`src/rtl/serial_adder_fsm_if.sv`:
```
// Handshake bundle for serial_adder_fsm.
//   Upstream:   start (valid), ready, a, b, cin [, sub]
//   Downstream: valid, ack, sum, cout
//   Status:     busy
// Optional macro SERIAL_ADDER_SUB_EN adds the sub signal.
// Modport slave is the adder side; master is the driving/consuming side.
interface serial_adder_fsm_if #(
  parameter int unsigned N = 4
);
  logic         start;
  logic         ready;
  logic [N-1:0] a;
  logic [N-1:0] b;
  logic         cin;
  logic [N-1:0] sum;
  logic         cout;
  logic         valid;
  logic         ack;
  logic         busy;
`ifdef SERIAL_ADDER_SUB_EN
  logic         sub;
`endif

  modport slave (
    input  start, a, b, cin, ack,
`ifdef SERIAL_ADDER_SUB_EN
    input  sub,
`endif
    output ready, sum, cout, valid, busy
  );

  modport master (
    output start, a, b, cin, ack,
`ifdef SERIAL_ADDER_SUB_EN
    output sub,
`endif
    input  ready, sum, cout, valid, busy
  );
endinterface

```
`src/rtl/full_adder_join.sv`:
```
// Single-bit full adder cell.
//   a, b, c : addend bits and carry-in
//   sum     : a ^ b ^ c
//   cout    : carry-out
module full_adder_join (
  input  logic a,
  input  logic b,
  input  logic c,
  output logic sum,
  output logic cout
);
  assign sum  = a ^ b ^ c;
  assign cout = (a & b) | (c & (a ^ b));
endmodule

```
`src/rtl/serial_adder_fsm.sv`:
```
// Bit-serial N-bit adder: operands are accepted on a start/ready handshake, added
// LSB-first through one full_adder_join cell (one bit per clock) and the result is
// offered on a valid/ack handshake.
// Ports:
//   clk  : clock, rising edge
//   rst  : asynchronous active-high reset
//   bus  : serial_adder_fsm_if.slave (start, ready, a, b, cin, sum, cout, valid, ack, busy)
// Optional macro SERIAL_ADDER_SUB_EN adds bus.sub: when set on accept, B is inverted and
// the carry seeds to 1, giving A - B with cout=1 meaning no borrow.
module serial_adder_fsm #(
  parameter int unsigned N = 4
) (
  input logic              clk,
  input logic              rst,
  serial_adder_fsm_if.slave bus
);
  localparam int unsigned CW = $clog2(N) + 1;

  typedef enum logic [1:0] {
    StIdle = 2'd0,
    StRun  = 2'd1,
    StDone = 2'd2
  } state_e;

  state_e        state_q, state_d;
  logic [N-1:0]  a_sr_q, a_sr_d;
  logic [N-1:0]  b_sr_q, b_sr_d;
  logic [N-1:0]  res_q, res_d;
  logic [CW-1:0] cnt_q, cnt_d;
  logic          carry_q, carry_d;
  logic          cout_q, cout_d;

  logic          fa_sum, fa_cout;
  logic [N-1:0]  b_load;
  logic          carry_load;

  full_adder_join u_fa (
    .a    (a_sr_q[0]),
    .b    (b_sr_q[0]),
    .c    (carry_q),
    .sum  (fa_sum),
    .cout (fa_cout)
  );

`ifdef SERIAL_ADDER_SUB_EN
  // Two's-complement subtract: A + ~B + 1.
  assign b_load     = bus.sub ? ~bus.b : bus.b;
  assign carry_load = bus.sub ? 1'b1 : bus.cin;
`else
  assign b_load     = bus.b;
  assign carry_load = bus.cin;
`endif

  always_ff @(posedge clk or posedge rst) begin
    if (rst) begin
      state_q <= StIdle;
      a_sr_q  <= '0;
      b_sr_q  <= '0;
      res_q   <= '0;
      cnt_q   <= '0;
      carry_q <= 1'b0;
      cout_q  <= 1'b0;
    end else begin
      state_q <= state_d;
      a_sr_q  <= a_sr_d;
      b_sr_q  <= b_sr_d;
      res_q   <= res_d;
      cnt_q   <= cnt_d;
      carry_q <= carry_d;
      cout_q  <= cout_d;
    end
  end

  always_comb begin
    state_d = state_q;
    a_sr_d  = a_sr_q;
    b_sr_d  = b_sr_q;
    res_d   = res_q;
    cnt_d   = cnt_q;
    carry_d = carry_q;
    cout_d  = cout_q;

    unique case (state_q)
      StIdle: begin
        if (bus.start) begin
          a_sr_d  = bus.a;
          b_sr_d  = b_load;
          carry_d = carry_load;
          res_d   = '0;
          cnt_d   = '0;
          cout_d  = 1'b0;
          state_d = StRun;
        end
      end
      StRun: begin
        // Sum bits enter at the MSB so that after N shifts bit 0 holds the LSB.
        res_d   = {fa_sum, res_q[N-1:1]};
        a_sr_d  = a_sr_q >> 1;
        b_sr_d  = b_sr_q >> 1;
        carry_d = fa_cout;
        if (cnt_q == CW'(N - 1)) begin
          cout_d  = fa_cout;
          state_d = StDone;
        end else begin
          cnt_d = cnt_q + CW'(1);
        end
      end
      StDone: begin
        if (bus.ack) state_d = StIdle;
      end
      default: state_d = StIdle;
    endcase
  end

  assign bus.ready = (state_q == StIdle);
  assign bus.busy  = (state_q == StRun);
  assign bus.valid = (state_q == StDone);
  assign bus.sum   = res_q;
  assign bus.cout  = cout_q;
endmodule

```
`src/flat_wrapper.sv`:
```
// flat-port wrapper written by rule: the top's interface ports become plain ports
module serial_adder_fsm_flat 
#(
  parameter int unsigned N = 4
)
  (clk, rst, bus_start, bus_a, bus_b, bus_cin, bus_ack, bus_ready, bus_sum, bus_cout, bus_valid, bus_busy);
  serial_adder_fsm_if #(.N(N)) bus_i ();
  input logic clk;
  input logic rst;
  input wire logic [$bits(bus_i.start)-1:0] bus_start;
  input wire logic [$bits(bus_i.a)-1:0] bus_a;
  input wire logic [$bits(bus_i.b)-1:0] bus_b;
  input wire logic [$bits(bus_i.cin)-1:0] bus_cin;
  input wire logic [$bits(bus_i.ack)-1:0] bus_ack;
  output wire logic [$bits(bus_i.ready)-1:0] bus_ready;
  output wire logic [$bits(bus_i.sum)-1:0] bus_sum;
  output wire logic [$bits(bus_i.cout)-1:0] bus_cout;
  output wire logic [$bits(bus_i.valid)-1:0] bus_valid;
  output wire logic [$bits(bus_i.busy)-1:0] bus_busy;
  assign bus_i.start = bus_start;
  assign bus_i.a = bus_a;
  assign bus_i.b = bus_b;
  assign bus_i.cin = bus_cin;
  assign bus_i.ack = bus_ack;
  assign bus_ready = bus_i.ready;
  assign bus_sum = bus_i.sum;
  assign bus_cout = bus_i.cout;
  assign bus_valid = bus_i.valid;
  assign bus_busy = bus_i.busy;
  serial_adder_fsm #(.N(N)) u_core (.clk(clk), .rst(rst), .bus(bus_i));
endmodule
```
`config.mk`:
```
export PLATFORM = sky130hd
export DESIGN_NAME = serial_adder_fsm_flat
export DESIGN_NICKNAME = d
export VERILOG_FILES = /design/src/rtl/serial_adder_fsm_if.sv /design/src/rtl/full_adder_join.sv /design/src/rtl/serial_adder_fsm.sv /design/src/flat_wrapper.sv
export SDC_FILE = /design/constraint.sdc
export NUM_CORES = 1
export LEC_CHECK = 0
export ABC_AREA = 0
export BUFFER_PORTS_ARGS = -buffer_cell sky130_fd_sc_hd__buf_4
export CAP_MARGIN = 20
export CORE_UTILIZATION = 51
export DETAILED_ROUTE_END_ITERATION = 10
export GPL_TIMING_DRIVEN = 1
export PLACE_DENSITY = 0.76
export SYNTH_ARGS = -nofsm -noshare
export SYNTH_HDL_FRONTEND = slang
export SYNTH_SLANG_ARGS = --single-unit
```
`constraint.sdc`:
```
create_clock -name clk -period 1.9 [get_ports clk]
set_input_delay 0.475 -clock clk [delete_from_list [all_inputs] [get_ports clk]]
set_output_delay 0.475 -clock clk [all_outputs]
set_load 0.1 [all_outputs]
```
# After elaboration in Yosys (flattened, before gate mapping)
# Index checks and enable logic that the tools add are counted.
# Widths: inputs -> output; s select.
[classes] addsub=1 n_mux=18 n_eq_ne=7 n_bitwise=5 n_reduce_logical=6
[ops] op="$pmux 4 s2" count=3
[ops] op="$mux 4" count=3
[ops] op="$reduce_and 3->1" count=3
[ops] op="$mux 2" count=3
[ops] op="$mux 3" count=2
[ops] op="$ne 2x2->1 const B" count=3
[ops] op="$pmux 2 s3" count=1
[ops] op="$pmux 3 s2" count=1
[ops] op="$pmux 1 s2" count=2
[ops] op="$add 3x1->3 const B" count=1
[ops] op="$eq 3x2->1 const B" count=1
[ops] op="$mux 1" count=3
[ops] op="$and 1x1->1" count=2
[ops] op="$eq 2x1->1 const B" count=1
[ops] op="$eq 2x2->1 const B" count=1
[ops] op="$logic_not 2->1" count=1
[ops] op="$ne 2x1->1 const B" count=1
[ops] op="$reduce_and 2->1" count=1
[ops] op="$reduce_bool 2->1" count=1
[ops] op="$xor 1x1->1" count=2
[ops] op="$or 1x1->1" count=1
[word_totals] in_bits=13 out_inout_bits=8 elab_cells=44 register_bits=19

# Depth between registers and ports, before layout
# Gate-level depths: netlist (run 1).
[logic_depth] word_depth=5 ltp_mapped=6 ltp_nobuf=5

# By module
# From an unflattened synthesis (run 1), not the netlist that was laid out.
[unflattened] hier_cells=91 hier_area_um2=909.6
[modules_own_cells] mod="serial_adder_fsm" n_inst=1 seq_area_each_um2=475.5 cells_per_inst=90 area_per_inst_um2=889.6
[modules_own_cells] mod="full_adder_join" n_inst=1 seq_area_each_um2=0.0 cells_per_inst=1 area_per_inst_um2=20.0

# Worst setup path before layout (run 1)
# OpenSTA, ideal clock, no wires.
[synth_timing] path_type="register to output" startpoint="reg u_core.state_q[0]" endpoint="out bus_ready" path_buffers=1 t_arrival_ps=1848 required_ps=1425 path_stages_with_launch=3 setup_slack_ps=-423 path_cell_list="dfrtp_1 buf_2 nor2_1"
[synth_between] elab_chain_len=1
[synth_rtl] element="from (decl)" line="serial_adder_fsm.sv:25" text="state_e state_q, state_d;"
[synth_rtl] element="from (signal assigned)" line="serial_adder_fsm.sv:56" text="state_q <= StIdle;"
[synth_rtl] element="from (signal assigned)" line="serial_adder_fsm.sv:64" text="state_q <= state_d;"
[synth_rtl] element="$logic_not 2->1" line="serial_adder_fsm.sv:115" text="assign bus.ready = (state_q == StIdle);"
[synth_rtl] element="to (decl)" line="flat_wrapper.sv:15" text="output wire logic [$bits(bus_i.ready)-1:0] bus_ready;"
# Every way passes these cells.

# Final worst setup path (run 1)
[layout_timing] startpoint="reg u_core.state_q[1]" endpoint="out bus_busy"
[layout_between] elab_chain_len=1
[layout_rtl] element="$eq 2x1->1" line="serial_adder_fsm.sv:116" text="assign bus.busy = (state_q == StRun);"
[layout_rtl] element="to (decl)" line="flat_wrapper.sv:19" text="output wire logic [$bits(bus_i.busy)-1:0] bus_busy;"
# Every way passes these cells.

==> results of run 1 <==
## registers in the layout, summed over array words and instances, names as in the netlist
register / cells
u_core.cnt_q: 3
u_core.b_sr_q: 4
u_core.state_q: 2
u_core.bus.cout: 1
u_core.bus.sum: 4
u_core.carry_q: 1
u_core.a_sr_q: 4
## layout make-up
cell class | instances | area [um^2] | share of cell area
multi-input combinational | 62 | 385 | 0.337
clock inverter | 1 | 5.00 | 0.00437
inverter | 9 | 36.3 | 0.0317
timing repair buffer | 24 | 188 | 0.164
tap | 25 | 31.3 | 0.0273
sequential | 19 | 477 | 0.416
clock buffer | 3 | 22.5 | 0.0197
## kinds of logic after synthesis
| logic type | after synthesis |
|---|---|
| compound gates | 37 |
| flops | 19 |
| simple gates | 22 |
| buf+inv | 15 |
| fa+ha+maj | 3 |
## worst max-delay path, cell delays in order, from the launching register on
cell      delay (ns)
dfrtp_1         0.48
nand2b_1        0.24
inv_4           0.12
buf_6           0.23
## routing by layer
metal / vias up / routed length (um)
met5: - / 0
met4: 0 / 49
met3: 5 / 79
met2: 21 / 937
met1: 374 / 896
li1: 388 / -
## how the worst max path moves through the flow
| stage | startpoint | to | slack [ns] | cells after the start |
|---|---|---|---|---|
| after detailed placement | u_core.state_q[0] | bus_busy | 0.32 | 3 |
| after floorplan | u_core.state_q[0] | bus_ready | -0.42 | 2 |
| final | u_core.state_q[1] | bus_busy | 0.05 | 3 |
| after global placement | u_core.state_q[0] | bus_busy | 0.37 | 3 |
| after CTS | u_core.state_q[1] | bus_busy | 0.05 | 3 |
| after global routing | u_core.state_q[1] | bus_busy | 0.002 | 3 |
## stage by stage
| stage | setup slack (ns) | utilization | instance area [um^2] | TNS, ns |
|---|---|---|---|---|
| 5_1_grt | 0.00181 | 0.663 | 1140 | 0 |
| 3_5_place_dp | 0.315 | 0.642 | 1110 | 0 |
| 3_3_place_gp | 0.367 | 0.642 | 1110 | 0 |
| 6_report | 0.0520 | 0.663 | 1140 | 0 |
| 4_1_cts | 0.0494 | 0.661 | 1140 | 0 |
| 2_1_floorplan | -0.423 | - | 938 | -0.845 |
## layout by cell type, fill, tap and decap left out, drive strengths merged, types with 3 or more instances in the layout
cell type	count
nand2b	3
a22o	3
o21ai	7
nor2	5
a21oi	8
clkbuf	3
inv	9
buf	24
nand2	9
dfrtp	19
o22ai	12
## repair_timing
| action | 4_1_cts | 5_1_grt |
|---|---|---|
| setup buffers | 0 | 0 |
| gates resized for setup | 2 | 1 |
| endpoints found under the setup margin | 1 | 1 |
==> metrics.cfg, run 1 <==
[critical_path]
worstSetupPathType=flip-flop to primary output
r2r_end=u_core.cnt_q[2]
critPathMaxFanout=7
startpoint_type=flip-flop
cp.arrival_ns=1.37
worst_r2r_path_depth=4
r2r_setup_slack_ns=0.39
cp.required_ns=1.42
r2r_start=u_core.cnt_q[0]
end_kind=primary output

[sta]
worstMarginPinSlew_ns=0.331
max-slew-margin-rel=0.779
whs_ns=0.175
fin_crit_ns=1.85
drv_slew=0
setup_viol=0
post-route-period-util=0.973
max_freq_mhz=541
hold_viol=0
grt_setup_unrepaired=no
clock_skew_ns=0.00920

[finish]
antennaDiodeCount=0
fin_cells=143
fin_nets=135
syn2layout_area_growth_pct=22.0
fill_cells=154
drive_gt1_frac=0.288

[global_routing]
grtUsageMet3=0.0360
antenna_found_initial=0
gr-max-usage-layer=met2
grt_first_pass_wirelength_um=3120
use_met1=0.279
first_global_vias=725
gr-usage-all-layers=0.219
grtUsageMet2=0.353
overflow=0
grt_max_degree=20

[die]
rows=15
fp.dieH_um=44.9
core_mm2=0.00173
die_area_mm2=0.00202
start_util=0.543
ios=21
die_x_um=44.9

[synth]
ys_warn_count=0
yosysSeqAreaShare=0.507
synth_edf_count=0
syn_inst=96
synth_top_family_by_area=compound AO/OA/AOI/OAI gates
yosysMostFrequentCell=dfrtp_1
syn_nets=112
syn_area_per_cell_um2=9.78
yosys-top-cells-count=dfrtp_1, o22ai_1, nand2_1
synthArstFlopShare=1.00
ys.flop_type=dfrtp_1
synth-simple-area-share=0.105
synth_mux_area_frac=0
synth_area_leader_cell=dfrtp_1
synth-xor-area-share=0
synth_cell_types=28
synth_seq_cells=19
synth_compound_area_frac=0.257
synth_area_um2=938
synth_top_area_frac=0.507
synthAdderAreaFrac=0.0480
synth_area_leaders=dfrtp_1, o22ai_1, a21oi_1

[clocking]
cts_root_buf=clkbuf_4
tritoncts=yes
clock_latency_ns=0.30
h-tree-depth=1
cts_buffer_depth=2
cts_buffers=3
clkSinkCount=19
path_clk_slew_ns=0.12
cts_hold_buffers=0

[detailed_routing]
ant_nets=0
viasPerCell=5.51
drtPass1Iterations=4
drc_errors=0
vias=788
wirelength_um=1960
drt-wirelength-per-cell_um=13.7
drtIter0Drc=16

[placement]
dp.cells=139
hpwl_um=1370
port_buffers=20
place_congestion=0.752

[worst_hold_path]
hold_class=primary input to async pin

[run_status]
status=finished, final reports clean

[run]
maxCapViolations=0

Power of run 1 is not shown: default switching activity piles up to over one toggle a cycle in this logic, so the estimate is an artifact.
==> inputs of run 2 (changes only) <==
--- a/config.mk
+++ b/config.mk
@@ -8,6 +8,7 @@
 export ABC_AREA = 0
 export BUFFER_PORTS_ARGS = -buffer_cell sky130_fd_sc_hd__buf_4
 export CAP_MARGIN = 20
+export CORE_MARGIN = 2
 export CORE_UTILIZATION = 51
 export DETAILED_ROUTE_END_ITERATION = 10
 export GPL_TIMING_DRIVEN = 1
==> run 2 against run 1 <==
Against the previous run: non-clock buffer count unchanged; hold slack improved by 0.0099 ns; setup slack better by 0.043 ns; first-iteration DRC count shrank 19%; flip-flop and latch count stayed put; global-route usage fell by 0.70 points; cell count unchanged; count of clock-buffer cells in the layout is the same; die area is 9.1% higher.
==> metrics.cfg, run 2 (synthesis results as in run 1) <==
[sta]
max-slew-margin-rel=0.770  ; was 0.779
whs_ns=0.185  ; was 0.175 ns
worstMarginPinSlew_ns=0.344  ; was 0.331 ns
setup_viol=0  ; unchanged
drv_slew=0  ; unchanged
grt_setup_unrepaired=no  ; unchanged
clock_skew_ns=0.00206  ; was 0.00920 ns
post-route-period-util=0.950  ; was 0.973
max_freq_mhz=554  ; was 541 MHz
hold_viol=0  ; unchanged
fin_crit_ns=1.80  ; was 1.85 ns

[critical_path]
worstSetupPathType=flip-flop to primary output  ; unchanged
r2r_start=u_core.cnt_q[0]  ; unchanged
startpoint_type=flip-flop  ; unchanged
end_kind=primary output  ; unchanged
crit_path_cell_trace=nand2b_1, inv_4, buf_6  ; unchanged
cp.required_ns=1.42  ; about the same
critPathSlowestCell=dfrtp_2  ; was dfrtp_1
r2r_end=u_core.cnt_q[2]  ; unchanged
cp.arrival_ns=1.33  ; was 1.37 ns
r2r_setup_slack_ns=0.43  ; was 0.39 ns
worst_r2r_path_depth=4  ; unchanged
critPathMaxFanout=7  ; unchanged
max_stage_delay_ns=0.47  ; was 0.48 ns

[detailed_routing]
wirelength_um=1960  ; about the same
drtPass1Iterations=4  ; unchanged
drt-wirelength-per-cell_um=13.7  ; about the same
drtIter0Drc=13  ; was 16
drc_errors=0  ; unchanged
ant_nets=0  ; unchanged
viasPerCell=5.45  ; was 5.51
vias=780  ; was 788

[global_routing]
grt_first_pass_wirelength_um=3220  ; was 3120 um
first_global_vias=745  ; was 725
grt_max_degree=20  ; unchanged
overflow=0  ; unchanged
gr-usage-all-layers=0.212  ; was 0.219
antenna_found_initial=0  ; unchanged

[die]
die_x_um=46.9  ; was 44.9 um
core_mm2=0.00173  ; unchanged
fp.dieH_um=46.9  ; was 44.9 um
die_area_mm2=0.00220  ; was 0.00202 mm^2
start_util=0.543  ; unchanged
ios=21  ; unchanged
rows=15  ; unchanged

[clocking]
clkSinkCount=19  ; unchanged
cts_root_buf=clkbuf_4  ; unchanged
clock_latency_ns=0.29  ; was 0.30 ns
h-tree-depth=1  ; unchanged
tritoncts=yes  ; unchanged
cts_buffer_depth=2  ; unchanged
cts_buffers=3  ; unchanged
postCtsSetupBuffers=0  ; unchanged
cts_hold_buffers=0  ; unchanged
path_clk_slew_ns=0.11  ; was 0.12 ns

[placement]
place_congestion=0.726  ; was 0.752
port_buffers=20  ; unchanged
hpwl_um=1450  ; was 1370 um

[finish]
antennaDiodeCount=0  ; unchanged
mostFrequentLayoutCells=buf_4, dfrtp_1, o22ai_1, nand2_1, a21oi_1  ; unchanged
syn2layout_area_growth_pct=21.7  ; was 22.0%
final_common_cell=buf_4  ; unchanged
multi_input_area_um2=385  ; unchanged
drive_gt1_frac=0.297  ; was 0.288
fin_nets=135  ; unchanged
fill_cells=158  ; was 154
sequential_cell_area_um2=478  ; was 477 um^2

[run]
maxCapViolations=0  ; unchanged

[run_status]
status=finished, final reports clean  ; unchanged

[worst_hold_path]
hold_class=primary input to async pin  ; unchanged

==> run 2: changes by cell type in the layout (fill, tap and decap cells not counted) <==
cell	delta
dfrtp_1	-1
dfrtp_2	+1
buf_6	-1
buf_4	+1
==> run 2: what timing repair did <==
action | in CTS | in global routing
endpoints found under the setup margin | 1 | 3
resized for setup | 2 | 1
pin swaps | 0 | 0
==> run 2: worst max path at each step <==
| stage | slack [ns] | start | end |
|---|---|---|---|
| floorplan | -0.42 | u_core.state_q[0] | bus_ready |
| global placement | 0.37 | u_core.state_q[0] | bus_busy |
| detailed placement | 0.30 | u_core.state_q[0] | bus_busy |
| CTS | 0.05 | u_core.state_q[1] | bus_busy |
| global route | 0.02 | u_core.state_q[1] | bus_busy |
| finish | 0.1 | u_core.state_q[1] | bus_busy |
==> run 2: per-layer routing <==
metal  share of wire  up-vias  GRT usage
li1                -      394          -
met1            0.42      363      0.266
met2            0.53       21      0.348
met3           0.039        2     0.0462
met4          0.0071        0      0.100
met5               0        -          0
==> run 2: layout make-up <==
cell class,instances,share of cell area
sequential,19,0.418
multi-input combinational,62,0.337
timing repair buffer,24,0.161
inverter,9,0.0318
tap,25,0.0274
clock buffer,3,0.0197
clock inverter,1,0.00438
==> run 2: critical path, delay by kind of cell (launching register included) <==
kind	cells	cell delay (ns)
buffers and inverters	2	0.35
DFF	1	0.47
and+or+nand+nor	1	0.22
==> run 2: stage by stage <==
step                      TNS, ns   util  setup WS, ns  cells  area [um^2]
final                           0  0.662        0.0954    143         1140
after global routing            0  0.662        0.0170    143         1140
after CTS                       0  0.661        0.0534    143         1140
after detailed placement        0  0.642         0.298    139         1110
after global placement          0  0.642         0.369    139         1110
after floorplan            -0.845      -        -0.423     96          938
Power of run 2 is left out for the same reason.
==> inputs of run 3 (changes only) <==
--- a/config.mk
+++ b/config.mk
@@ -9,10 +9,11 @@
 export BUFFER_PORTS_ARGS = -buffer_cell sky130_fd_sc_hd__buf_4
 export CAP_MARGIN = 20
 export CORE_MARGIN = 2
-export CORE_UTILIZATION = 51
+export CORE_UTILIZATION = 50
 export DETAILED_ROUTE_END_ITERATION = 10
 export GPL_TIMING_DRIVEN = 1
-export PLACE_DENSITY = 0.76
+export MAX_ROUTING_LAYER = met4
+export PLACE_DENSITY = 0.75
 export SYNTH_ARGS = -nofsm -noshare
 export SYNTH_HDL_FRONTEND = slang
 export SYNTH_SLANG_ARGS = --single-unit
==> run 3 against run 2 <==
Against the previous run: utilization decreased by 1.1 points; largest cell class unchanged; via count increased by 0.90%; clock skew increased by 0.011 ns; global-route usage decreased by 0.99 points; non-clock buffer count unchanged; cell count unchanged; design area decreased by 0.55%; critical path depth unchanged; routed wire length decreased by 6.2%; first-iteration DRC count increased by 77%; count of clock-buffer cells in the layout unchanged; setup slack got worse by 0.0049 ns.
==> metrics.cfg, run 3 (synthesis results as in run 1) <==
[detailed_routing]
drtIter0Drc=23  ; was 13
drtPass1Iterations=4  ; unchanged
ant_nets=0  ; unchanged
wirelength_um=1840  ; was 1960 um
viasPerCell=5.50  ; was 5.45
drc_errors=0  ; unchanged
drt-wirelength-per-cell_um=12.9  ; was 13.7 um
vias=787  ; was 780

[die]
core_mm2=0.00175  ; was 0.00173 mm^2
die_x_um=47.3  ; was 46.9 um
rows=15  ; unchanged
ios=21  ; unchanged
die_area_mm2=0.00224  ; was 0.00220 mm^2
fp.dieH_um=47.3  ; was 46.9 um
start_util=0.538  ; was 0.543

[sta]
fin_crit_ns=1.81  ; was 1.80 ns
hold_viol=0  ; unchanged
worstMarginPinSlew_ns=0.339  ; was 0.344 ns
max_freq_mhz=553  ; was 554 MHz
setup_slack_ns=0.0905  ; was 0.0954 ns
clock_skew_ns=0.0135  ; was 0.00206 ns
grt_setup_unrepaired=no  ; unchanged
drv_slew=0  ; unchanged
post-route-period-util=0.952  ; was 0.950
setup_viol=0  ; unchanged
max-slew-margin-rel=0.774  ; was 0.770

[critical_path]
cp_num_buf_inv=2  ; unchanged
cp.arrival_ns=1.33  ; about the same
critPathTopFamily=flip-flops  ; unchanged
end_kind=primary output  ; unchanged
startpoint_type=flip-flop  ; unchanged
critPathSlowestCell=dfrtp_1  ; was dfrtp_2
critPathMaxFanout=6  ; was 7
max_stage_delay_ns=0.43  ; was 0.47 ns
crit_path_cell_trace=nand2b_1, inv_4, buf_4  ; was nand2b_1, inv_4, buf_6
worstSetupPathType=flip-flop to primary output  ; unchanged
cp.required_ns=1.42  ; about the same

[clocking]
clkSinkCount=19  ; unchanged
tritoncts=yes  ; unchanged
cts_root_buf=clkbuf_4  ; unchanged
cts_buffer_depth=2  ; unchanged
cts_hold_buffers=0  ; unchanged
path_clk_slew_ns=0.12  ; was 0.11 ns
cts_buffers=3  ; unchanged
h-tree-depth=1  ; unchanged
clock_latency_ns=0.31  ; was 0.29 ns
postCtsSetupBuffers=0  ; unchanged
cts_resized=0  ; was 2

[placement]
hpwl_um=1380  ; was 1450 um
port_buffers=20  ; unchanged
place_congestion=0.699  ; was 0.726
place_worst_setup_slack_ns=0.431  ; was 0.298 ns

[global_routing]
grt_first_pass_wirelength_um=3040  ; was 3220 um
antenna_found_initial=0  ; unchanged
grt_max_degree=20  ; unchanged
gr-usage-all-layers=0.202  ; was 0.212
overflow=0  ; unchanged
first_global_vias=705  ; was 745

[finish]
syn2layout_area_growth_pct=21.1  ; was 21.7%
antennaDiodeCount=0  ; unchanged
drive_gt1_frac=0.280  ; was 0.297
final_common_cell=buf_4  ; unchanged
mostFrequentLayoutCells=buf_4, dfrtp_1, o22ai_1, nand2_1, a21oi_1  ; unchanged
fill_cells=147  ; was 158
fin_nets=135  ; unchanged

[run]
maxCapViolations=0  ; unchanged

[worst_hold_path]
hold_class=primary input to async pin  ; unchanged

[run_status]
status=finished, final reports clean  ; unchanged

[run 3: changes by cell type in the layout (fill, tap and decap cells not counted)]
cell	change
dfrtp_1	+2
dfrtp_2	-2
buf_4	+1
buf_6	-1
[run 3: cell type report]
cell class | instances | area [um^2] | share of cell area
Timing Repair Buffer | 24 | 180 | 0.159
Sequential cell | 19 | 475 | 0.419
Inverter | 9 | 36.3 | 0.0319
Clock buffer | 3 | 22.5 | 0.0198
Tap cell | 25 | 31.3 | 0.0275
Clock inverter | 1 | 5.00 | 0.00441
Multi-Input combinational cell | 62 | 385 | 0.339
[run 3: routing by layer]
metal | wire length, um | part of all wire | GRT usage
met2 | 895 | 0.49 | 0.314
met4 | 23 | 0.012 | 0.0667
met3 | 135 | 0.073 | 0.0462
met1 | 788 | 0.43 | 0.260
met5 | 0 | 0 | -
[run 3: worst paths after layout]
path                                        start                 to  slack, ns  cells after the start
worst max-delay path            u_core.state_q[1]           bus_busy       0.09                      3
worst min-delay path                          rst  u_core.bus.sum[2]       0.17                      3
worst max register to register    u_core.cnt_q[0]    u_core.cnt_q[2]       0.43                      4
worst min register to register  u_core.bus.sum[0]  u_core.bus.sum[0]       0.51                      1
max in group asynchronous                     rst    u_core.cnt_q[1]       1.52                      3
min in group clk                          bus_ack  u_core.state_q[1]       0.32                      2
[run 3: through the flow]
| step | area [um^2] | setup TNS [ns] | utilization | instances | hold slack (ns) |
|---|---|---|---|---|---|
| 2_1_floorplan | 938 | -0.845 | - | 96 | 0.426 |
| 3_3_place_gp | 1110 | 0 | 0.635 | 139 | 0.487 |
| 3_5_place_dp | 1110 | 0 | 0.635 | 139 | 0.485 |
| 4_1_cts | 1140 | 0 | 0.651 | 143 | 0.184 |
| 5_1_grt | 1140 | 0 | 0.651 | 143 | 0.208 |
| 6_report | 1140 | 0 | 0.651 | 143 | 0.166 |
[run 3: worst reg2reg max path, cell delays in order, from the launching register on]
cell      delay (ns)
dfrtp_1         0.43
ha_1            0.22
ha_1            0.27
nand2b_1        0.23
o311ai_1        0.23
Power of run 3 is left out for the same reason.
